### src/rtl/imem_loader.sv
// Streams a little-endian byte image (16-bit word-count header, then payload) into instruction
// memory and releases the core reset on success. Define IMEM_LOADER_CSUM_EN for a trailing XOR check.
module imem_loader #(
  parameter int unsigned DEPTH     = 64,
  parameter logic [31:0] BASE_ADDR = 32'h0000_0000
) (
  input  logic        clk,
  input  logic        rst_n,
  input  logic        load_start,
  input  logic        byte_valid,
  input  logic [7:0]  byte_data,
  output logic        byte_ready,
  output logic        wr_en,
  output logic [31:0] wr_addr,
  output logic [31:0] wr_data,
  output logic        busy,
  output logic        done,
  output logic        error,
  output logic        cpu_rst_n
);

  localparam int unsigned CntW = $clog2(DEPTH + 1);

  localparam logic [2:0] StIdle = 3'd0;
  localparam logic [2:0] StHdr0 = 3'd1;
  localparam logic [2:0] StHdr1 = 3'd2;
  localparam logic [2:0] StLoad = 3'd3;
  localparam logic [2:0] StDone = 3'd4;
  localparam logic [2:0] StErr  = 3'd5;
`ifdef IMEM_LOADER_CSUM_EN
  localparam logic [2:0] StCsum = 3'd6;
`endif

  logic [2:0]      state_q, state_d;
  logic [1:0]      byte_cnt_q;
  logic [CntW-1:0] word_cnt_q;
  logic [15:0]     num_words_q;
  logic [23:0]     asm_q;
  logic            wr_en_q;
  logic [31:0]     wr_addr_q, wr_data_q;
`ifdef IMEM_LOADER_CSUM_EN
  logic [7:0]      csum_q;
`endif

  logic        xfer;
  logic        start_ok;
  logic [15:0] hdr_n;
  logic        hdr_bad;
  logic        last_word;

  assign xfer      = byte_valid & byte_ready;
  assign start_ok  = load_start & ((state_q == StIdle) | (state_q == StDone) | (state_q == StErr));
  assign hdr_n     = {byte_data, num_words_q[7:0]};
  assign hdr_bad   = (hdr_n == 16'd0) || (32'(hdr_n) > DEPTH);
  assign last_word = (32'(word_cnt_q) == (32'(num_words_q) - 32'd1));

  always_comb begin
    state_d = state_q;
    case (state_q)
      StIdle, StDone, StErr: if (load_start) state_d = StHdr0;
      StHdr0: if (xfer) state_d = StHdr1;
      StHdr1: if (xfer) state_d = hdr_bad ? StErr : StLoad;
      StLoad: begin
        if (xfer && (byte_cnt_q == 2'd3) && last_word) begin
`ifdef IMEM_LOADER_CSUM_EN
          state_d = StCsum;
`else
          state_d = StDone;
`endif
        end
      end
`ifdef IMEM_LOADER_CSUM_EN
      StCsum: if (xfer) state_d = (byte_data == csum_q) ? StDone : StErr;
`endif
      default: state_d = StIdle;
    endcase
  end

  always_ff @(posedge clk or negedge rst_n) begin
    if (!rst_n) begin
      state_q     <= StIdle;
      byte_cnt_q  <= '0;
      word_cnt_q  <= '0;
      num_words_q <= '0;
      asm_q       <= '0;
      wr_en_q     <= 1'b0;
      wr_addr_q   <= '0;
      wr_data_q   <= '0;
`ifdef IMEM_LOADER_CSUM_EN
      csum_q      <= '0;
`endif
    end else begin
      state_q <= state_d;
      wr_en_q <= 1'b0;
      if (start_ok) begin
        byte_cnt_q <= '0;
        word_cnt_q <= '0;
`ifdef IMEM_LOADER_CSUM_EN
        csum_q     <= '0;
`endif
      end
      if ((state_q == StHdr0) && xfer) num_words_q[7:0]  <= byte_data;
      if ((state_q == StHdr1) && xfer) num_words_q[15:8] <= byte_data;
      if ((state_q == StLoad) && xfer) begin
        byte_cnt_q <= byte_cnt_q + 2'd1;
`ifdef IMEM_LOADER_CSUM_EN
        csum_q     <= csum_q ^ byte_data;
`endif
        if (byte_cnt_q == 2'd3) begin
          // Word complete: strobe next cycle; the address tracks the word index, not a running sum.
          wr_en_q    <= 1'b1;
          wr_data_q  <= {byte_data, asm_q};
          wr_addr_q  <= BASE_ADDR + (32'(word_cnt_q) << 2);
          word_cnt_q <= word_cnt_q + 1'b1;
        end else begin
          asm_q[{byte_cnt_q, 3'b000} +: 8] <= byte_data;
        end
      end
    end
  end

  always_comb begin
    byte_ready = (state_q == StHdr0) || (state_q == StHdr1) || (state_q == StLoad);
`ifdef IMEM_LOADER_CSUM_EN
    byte_ready = byte_ready || (state_q == StCsum);
`endif
    busy      = byte_ready;
    done      = (state_q == StDone);
    error     = (state_q == StErr);
    cpu_rst_n = (state_q == StDone);
    wr_en     = wr_en_q;
    wr_addr   = wr_addr_q;
    wr_data   = wr_data_q;
  end

endmodule
### config.mk
export PLATFORM = sky130hd
export DESIGN_NAME = imem_loader
export DESIGN_NICKNAME = d
export VERILOG_FILES = /design/src/rtl/imem_loader.sv
export SDC_FILE = /design/constraint.sdc
export NUM_CORES = 1
export LEC_CHECK = 0
export ABC_CLOCK_PERIOD_IN_PS = 3120
export CAP_MARGIN = 20
export CELL_PAD_IN_SITES_DETAIL_PLACEMENT = 0
export CELL_PAD_IN_SITES_GLOBAL_PLACEMENT = 2
export CORE_ASPECT_RATIO = 0.5
export CORE_UTILIZATION = 33
export CTS_BUF_LIST = sky130_fd_sc_hd__clkbuf_4
export DETAILED_ROUTE_END_ITERATION = 10
export GPL_ROUTABILITY_DRIVEN = 0
export PLACE_DENSITY = 0.93
export SYNTH_ARGS = -nofsm -noshare
export SYNTH_HDL_FRONTEND = slang
export SYNTH_SLANG_ARGS = --single-unit
### constraint.sdc
create_clock -name clk -period 3.12 [get_ports clk]
set_input_delay 0.468 -clock clk [delete_from_list [all_inputs] [get_ports clk]]
set_output_delay 0.468 -clock clk [all_outputs]
set_load 0.05 [all_outputs]
Word-level counts from Yosys, hierarchy flattened
Cells that the tools add are included.
{ "word_totals": {"ff_bits": 92, "latchBits": 0, "mem_bits_rw": 0, "mem_bits_ro": 0, "inputBits": 12, "output_inout_bits": 70, "memories": 0} }
{ "op_classes": {"addsub": 4, "multipliers": 0, "div": 0, "order_cmp": 1, "n_eq_ne": 11, "shift": 2, "n_mux": 14, "bitwise": 5, "n_reduce_logical": 15} }
{ "op_table": {"columns": ["operator", "n"], "rows": [
  ["$eq A7 B32 Y1", 1],
  ["$bwmux W24", 1],
  ["$shift A8 B7 Y24 const A", 1],
  ["$shiftx A8 B7 Y24", 1],
  ["$mux W7", 3],
  ["$sub A16 B1 Y17 const B", 1],
  ["$gt A16 B7 Y1 const B", 1],
  ["$logic_not A16 Y1", 1],
  ["$mux W3", 5],
  ["$pmux W3 S4", 1],
  ["$ne A2 B2 Y1 const B", 4],
  ["$add A7 B1 Y7 const B", 1],
  ["$neg A5 Y7", 1],
  ["$eq A3 B2 Y1 const B", 2],
  ["$eq A3 B3 Y1 const B", 2],
  ["$logic_and A1 B1 Y1", 5],
  ["$mux W2", 2],
  ["$reduce_and A2 Y1", 2],
  ["$reduce_and A4 Y1", 1],
  ["$eq A3 B1 Y1 const B", 1],
  ["$logic_not A3 Y1", 1],
  ["$logic_or A1 B1 Y1", 3],
  ["$reduce_or A3 Y1", 1],
  ["$add A2 B1 Y2 const B", 1],
  ["other kinds (6)", 9]
]} }

Logic depth before layout (Yosys ltp)
Gate-level depths: netlist (run 1).
{ "logic_depth": {"ltp_word": 8, "ltp_mapped": 8, "depth_no_buf": 8} }

Worst setup path before layout (run 1)
OpenSTA, ideal clock, no wires.
{ "synth_timing": {"kind": "register to output", "from": "reg state_q[1]", "to": "out done", "t_arrival_ps": 1709, "required_time_ps": 2652, "setup_slack_ps": 943, "path_stages_with_launch": 5, "n_path_buf": 2, "cell_sequence": "dfrtp_1 > clkbuf_1 > nand2b_1 > nor2_1 > buf_4"} }
{ "synth_via": {"elab_chain_len": 1} }
{ "synth_lines": {"columns": ["item", "line", "source"], "rows": [
  ["from (decl)", "34", "logic [2:0] state_q, state_d;"],
  ["from (signal assigned)", "81", "state_q <= StIdle;"],
  ["from (signal assigned)", "93", "state_q <= state_d;"],
  ["$eq A3 B3 Y1", null, null],
  ["to (decl)", "17", "output logic done,"]
]} }
Every way passes these cells.

Worst setup path after layout (run 1)
{ "layout_timing": {"from": "reg state_q[1]", "to": "out cpu_rst_n"} }
{ "layout_via": {"elab_chain_len": 1} }
{ "layout_lines": {"columns": ["item", "line", "source"], "rows": [
  ["$eq A3 B3 Y1", "130", "cpu_rst_n = (state_q == StDone);"],
  ["to (decl)", "19", "output logic cpu_rst_n"]
]} }
Every way passes these cells.

==> summary.md, run 1 <==
| Metric | Value |
|---|---|
| Die width | `163.9 µm` |
| CTS tree | `yes` |
| FP Rows | `29` |
| Core Footprint | `12,740 µm²` |
| Seq cells post-synth | `92` |
| Setup_tns | `0 ps` |
| IO Pins | `between 80 and 90` |
| Tightest Pin Transition | `815.8 ps` |
| CP max FO | `10` |
| Area grow syn2layout | `18.34%` |
| Tmin final | `roughly 2600 ps` |
| Slew Viols, Final | `0` |
| Drt first pass iters | `6` |
| Setup bufs post-CTS | `0` |
| Power Dens Cells | `695.4 nW/µm²` |
| Antenna Cells | `0` |
| Routed vias/inst | `4.650` |
| Critical path's slowest cell | `clkdlybuf4s50_1` |
| H-tree level count | `3` |
| Worst Hold Slack | `between 7 and 8 ps` |
| Starting DRC count in detailed routing | `175` |
| Final worst slack | `552.5 ps` |
| First-pass GRT wire length | `16,380 µm` |
| Type of the worst setup path | `register to output port` |
| Die area | `13,590 µm²` |
| Non-Filler Instances | `just over 700` |
| Post-DP HPWL | `6983 µm` |
| Pleak | `about 0.0024 µW` |
| Clock transition at path regs | `about 150 ps` |
| R2r endpoint | `state_q[0]` |
| Max VDD drop | `between 0.0002 and 0.00025 V` |
| Share of flip-flops with an asynchronous set or reset | `100.0%` |
| FILL cells | `1,261` |
| Critical Path Start Type | `register` |
| Gr usage total | `around 15%` |
| CP Capture Point | `cpu_rst_n` |
| Antenna Violating Nets Remaining | `0` |
| Max Cap Viol | `0` |
| Slack of the worst reg-to-reg path | `~740 ps` |
| Setup repair after global routing missed its margin | `no` |
| Final Core Density | `40.18%` |
| Vias in the first global route | `3,205` |
| Dpl cells | `about 700` |
| Crit. Startpoint | `state_q[1]` |
| Crit-path cells | `nand2b_1 -> nor2_1 -> clkdlybuf4s50_1` |
| Synth Area per Inst | `9.046 µm²` |
| Initial antenna violation count | `0` |
| Max frequency | `0.3895 GHz` |
| Post-CTS Resized | `0` |
| Post-synth EDFFs | `0` |
| Required time at the worst-slack endpoint | `about 2700 ps` |
| CP endpoint kind | `output port` |
| Reg2Reg Depth | `8` |
| CTS Buffer Depth | `2` |
| GRT overflow | `0` |
| Slowest cell delay on critical path | `820 ps` |
| Max-slew headroom | `45.32%` |
| Skew final | `17.41 ps` |
| Die Y | `82.95 µm` |
| Port Buffer Count | `56` |
| Largest net degree at the start of global routing | `49` |
| Number of buffers created by CTS | `9` |
| Place WS | `566.5 ps` |
| Post-Synthesis Cells | `478` |
| Status | `completed` |
| Synth warn | `0` |
| Layout cell share with drive strength beyond 1 | `about 7.8%` |
| Drt drc | `0` |
| Clock Sinks | `92` |
| R2R Path Start | `num_words_q[0]` |
| Starting density of the core | `about a third` |
| Drt total wl | `approximately 9800 µm` |
| DR WL/cell | `13.82 µm` |
| Top_reg_cell synth | `dfrtp_1` |
| Most common cell after layout, fill and taps aside | `nand2_1` |
| Via count | `about 3,300` |
| Final nets | `556` |
| Synth cell types | `43` |
| Final Setup Violations | `0` |
| Min-Delay Path Class | `input pin to async pin` |
| Mapped Area | `4324 µm²` |
| Period utilization | `82.29%` |
| Seq/Total Area, Yosys | `53.24%` |
| WP data arrival | `2100 ps` |
| Root buf cell | `clkbuf_4` |
| Final Hold Vio Count | `0` |
| # hold bufs at CTS | `0` |
| Clk_lat worst skew | `around 450 ps` |
| Most frequent cells in the layout | `nand2_1, dfrtp_1, clkdlybuf4s50_1` |
-- cells in the mapped netlist, types with 2 or more instances --
cell type | n | area [µm²]
and4b_1 | 2 | 20.02
o211ai_1 | 2 | 15.01
xnor2_1 | 4 | 35.03
a21o_1 | 3 | 22.52
nand2_1 | 185 | 694.4
a21oi_1 | 6 | 30.03
clkbuf_1 | 14 | 52.55
nor4_1 | 4 | 25.02
nand3_1 | 10 | 50.05
mux2_2 | 13 | 146.4
o21ai_0 | 34 | 170.2
nor2_1 | 15 | 56.30
nand2b_1 | 4 | 25.02
dfrtp_1 | 92 | 2302
a31oi_1 | 4 | 25.02
nor3b_1 | 4 | 30.03
and2_1 | 2 | 12.51
o31ai_1 | 3 | 22.52
and3_1 | 2 | 12.51
nand4_1 | 5 | 31.28
buf_4 | 27 | 202.7
xor2_1 | 6 | 52.55
nor3_1 | 6 | 30.03
inv_1 | 6 | 22.52
ha_1 | 7 | 87.58
-- metal layers --
metal | global-route usage [%] | wire [µm]
met1 | 21.18 | 4883
met4 | 3.956 | 89
met5 | 0 | 0
met2 | 24.38 | 4462
met3 | 4.046 | 391
-- worst max-delay path, delay by kind of cell (launching register included) --
kind,cells,cell delay (ps)
flops,1,500
buf+inv,1,820
simple gates,2,350
-- layout make-up --
class / instances / area [µm²] / share of cell area, %
Tap cell: 170 / 212.7 / 4.156
Inverter: 7 / 26.28 / 0.5134
Multi-Input combinational cell: 361 / 1827 / 35.70
Clock buffer: 10 / 75.07 / 1.467
Sequential cell: 92 / 2302 / 44.99
Clock inverter: 5 / 28.78 / 0.5623
Timing Repair Buffer: 66 / 645.6 / 12.62
-- metrics by stage --
| stage | instance area (µm²) | total power [µW] |
|---|---|---|
| 6_report | 5117 | 3559 |
| 5_1_grt | 5117 | 3823 |
| 3_5_place_dp | 5014 | 3034 |
| 2_1_floorplan | 4414 | 2634 |
| 3_3_place_gp | 5014 | 3030 |
| 4_1_cts | 5117 | 3593 |
-- state kept, by name, summed over array words and instances (netlist names) --
signal and cells:
wr_data 32, asm_q 24, num_words_q 16, word_cnt_q 7, wr_addr 7, state_q 3, byte_cnt_q 2, wr_en 1
-- logic make-up after synthesis --
family	share of synthesized area (%)
simple gates	24.36
flops	53.24
compound gates	8.044
buf+inv	6.597
mux	3.617
xor+xnor	2.025
fa+ha+maj	2.025
other cells	0.08672
-- where the power goes --
group	switching [µW]	internal [µW]	leakage [µW]	total, µW
Clock	390	165	0.0000577	556
Combinational	825	519	0.00112	1340
Sequential	248	1410	0.00124	1660
-- how the worst min path moves through the flow --
| stage | startpoint | endpoint | slack (ps) | cells past startpoint |
|---|---|---|---|---|
| floorplan | rst_n | asm_q[0] | 170 | 0 |
| global placement | asm_q[23] | wr_data[23] | 450 | 2 |
| detailed placement | asm_q[16] | wr_data[16] | 460 | 2 |
| CTS | rst_n | wr_addr[8] | 8 | 1 |
| global route | rst_n | wr_data[5] | 9 | 1 |
| finish | rst_n | wr_addr[8] | 7 | 1 |
Power figures use the tool's default switching activity.
==> inputs of run 2 (changes only) <==
==> config.mk (replaced) <==
export PLATFORM = sky130hd
export DESIGN_NAME = imem_loader
export DESIGN_NICKNAME = d
export VERILOG_FILES = /design/src/rtl/imem_loader.sv
export SDC_FILE = /design/constraint.sdc
export NUM_CORES = 1
export LEC_CHECK = 0
export ABC_CLOCK_PERIOD_IN_PS = 2330
export CAP_MARGIN = 20
export CELL_PAD_IN_SITES_DETAIL_PLACEMENT = 0
export CELL_PAD_IN_SITES_GLOBAL_PLACEMENT = 2
export CORE_ASPECT_RATIO = 0.5
export CORE_UTILIZATION = 29
export CTS_BUF_LIST = sky130_fd_sc_hd__clkbuf_4
export DETAILED_ROUTE_END_ITERATION = 10
export GPL_ROUTABILITY_DRIVEN = 0
export PLACE_DENSITY = 0.87
export SYNTH_ARGS = -nofsm -noshare
export SYNTH_HDL_FRONTEND = slang
export SYNTH_SLANG_ARGS = --single-unit
==> constraint.sdc (replaced) <==
create_clock -name clk -period 2.33 [get_ports clk]
set_input_delay 0.3495 -clock clk [delete_from_list [all_inputs] [get_ports clk]]
set_output_delay 0.3495 -clock clk [all_outputs]
set_load 0.05 [all_outputs]
==> run 2 against run 1 <==
Sequential power grew 31%. Sequential share of layout area fell by 2.0 points. Power up 40%. Clock power up 49%. Final cell count is 7.0% higher. Via count rose by 2.5%. Wire length is 5.0% higher. Setup slack worse by 420 ps. Global-route usage is 1.0 points lower. Critical endpoint is now state_q[2]. Highest routed layer unchanged.
==> summary.md, run 2 (synthesis results as in run 1) <==
| Metric | Value |
|---|---|
| Status | `completed` |
| Critical path's slowest cell | `or4b_4` |
| R2R Path Start | `num_words_q[1]` |
| Tightest Pin Transition | `517.2 ps` |
| Max reg flops | `32` |
| Skew final | `18.92 ps` |
| Min-Delay Path Class | `input pin to async pin` |
| Final Setup Violations | `0` |
| Slew Viols, Final | `0` |
| Setup_tns | `0 ps` |
| Gr usage total | `14.48%` |
| Final Hold Vio Count | `0` |
| Period utilization | `94.28%` |
| IO Pins | `around 80` |
| Setup repair after global routing missed its margin | `no` |
| Final nets | `577` |
| Final worst slack | `133.2 ps` |
| Setup bufs post-CTS | `0` |
| Via count | `3,387` |
| WP data arrival | `roughly 2600 ps` |
| Post-DP HPWL | `7297 µm` |
| Metal2 WL | `roughly 4600 µm` |
| Post-route cell area | `between 5000 and 6000 µm²` |
| Clock transition at path regs | `150 ps` |
| Clock Sinks | `92` |
| Metal-1 WL | `5136 µm` |
| Crit-path cells | `inv_1 -> ha_2 -> or4b_4 -> and3_1 -> a41o_1 -> o22ai_1 -> and4b_1 -> a21o_1` |
| FP Rows | `31` |
| Port Buffer Count | `56` |
| Die area | `15,430 µm²` |
| Delay-heaviest family, CP | `simple AND/OR/NAND/NOR gates` |
| CP Buf/Inv Count | `1` |
| Initial antenna violation count | `0` |
| Starting density of the core | `29.81%` |
| Crit. Startpoint | `num_words_q[1]` |
| CP max FO | `3` |
| Max VDD drop | `~0.00024 V` |
| Antenna Violating Nets Remaining | `0` |
| H-tree level count | `3` |
| Area grow syn2layout | `23.90%` |
| Die Y | `~88 µm` |
| Critical Path Start Type | `register` |
| CP Capture Point | `state_q[2]` |
| Required time at the worst-slack endpoint | `2700 ps` |
| Antenna Cells | `0` |
| FILL cells | `approximately 1,500` |
| R2r endpoint | `state_q[2]` |
| Number of buffers created by CTS | `9` |
| CP endpoint kind | `register` |
| Met3 wire length | `421 µm` |
| DR WL/cell | `13.55 µm` |
| Starting DRC count in detailed routing | `between 200 and 250` |
| Max Cap Viol | `0` |
| Type of the worst setup path | `register to register` |
| Layout cell share with drive strength beyond 1 | `13.32%` |
| Drt total wl | `10,310 µm` |
| Vias in the first global route | `between 3,000 and 4,000` |
| Drt drc | `0` |
| Die width | `174.7 µm` |
| Power Dens Cells | `931.5 nW/µm²` |
| Drt first pass iters | `6` |
| Largest net degree at the start of global routing | `50` |
| Slowest cell delay on critical path | `480 ps` |
| Clk_lat worst skew | `480 ps` |
| CTS tree | `yes` |
| Most frequent cells in the layout | `nand2_1, dfrtp_1, clkdlybuf4s50_1` |
| Post-place instance area | `5199 µm²` |
| Cell count along the critical path | `8` |
| Place WS | `98.67 ps` |
| Root buf cell | `clkbuf_4` |
| Worst Hold Slack | `between 200 and 300 ps` |
| Pleak | `0.002532 µW` |
| Core Footprint | `14,510 µm²` |
| Max-slew headroom | `between 60% and 70%` |
| Most common cell after layout, fill and taps aside | `nand2_1` |
| Reg2Reg Depth | `8` |
| GRT overflow | `0` |
| Max frequency | `0.4552 GHz` |
| CTS Buffer Depth | `2` |
| Slack of the worst reg-to-reg path | `130 ps` |
| First-pass GRT wire length | `17,150 µm` |
| Top Metal Used | `met4` |
| Tmin final | `2197 ps` |
| Routed vias/inst | `4.451` |
## run 2: cell count changes in the layout (fill, tap and decap cells not counted), sizes merged
cell,change
clkinv,-2
clkinvlp,+2
dlygate4sd3,+1
buf,+25
clkbuf,-1
inv,+2
clkdlybuf4s50,-5
## run 2: final cells by class
cell class / count / area, µm² / share of cell area (%)
clock buffers: 9 / 67.56 / 1.261
repair buffers: 87 / 805.8 / 15.04
well taps: 198 / 247.7 / 4.624
clock inverters: 7 / 58.81 / 1.098
multi-input cells: 361 / 1849 / 34.52
inverters: 7 / 26.28 / 0.4904
flip-flops and latches: 92 / 2302 / 42.97
## run 2: routing by layer
| metal | vias up | global-route usage (%) |
|---|---|---|
| met2 | 67 | 23.30 |
| li1 | 1703 | - |
| met4 | 0 | 4.427 |
| met1 | 1605 | 19.40 |
| met3 | 12 | 3.651 |
| met5 | - | 0 |
## run 2: how the worst min path moves through the flow
stage               depth (start not counted)          end  start
detailed placement                          1   wr_data[3]  rst_n
finish                                      2   wr_data[3]  rst_n
CTS                                         2  wr_data[31]  rst_n
floorplan                                   0     asm_q[0]  rst_n
global route                                2  wr_data[31]  rst_n
global placement                            1   wr_data[3]  rst_n
## run 2: repair_timing
| action | in CTS | in global routing |
|---|---|---|
| hold endpoints to repair | 19 | 0 |
| endpoints found under the setup margin | 0 | 3 |
| hold buffers | 1 | 0 |
| gates resized for setup | 0 | 5 |
## run 2: power by group
part	leakage [µW]	switching, µW	total, µW	internal (µW)
logic	0.00123	1200	1990	792
clock network	0.0000624	595	829	235
registers	0.00124	277	2170	1890
## run 2: worst register-to-register path, delay by kind of cell, from the launching register on
kind | cells | cell delay [ps]
compound gates | 3 | 520
fa+ha+maj | 1 | 170
buf+inv | 1 | 80
flops | 1 | 420
simple gates | 3 | 910
## run 2: through the flow
step / total power, µW / instances / util [%]
CTS: 5019 / 761 / 36.78
detailed placement: 4170 / 744 / 35.84
floorplan: 3527 / 502 / -
global route: 5336 / 761 / 36.93
global placement: 4155 / 744 / 35.84
finish: 4991 / 761 / 36.93
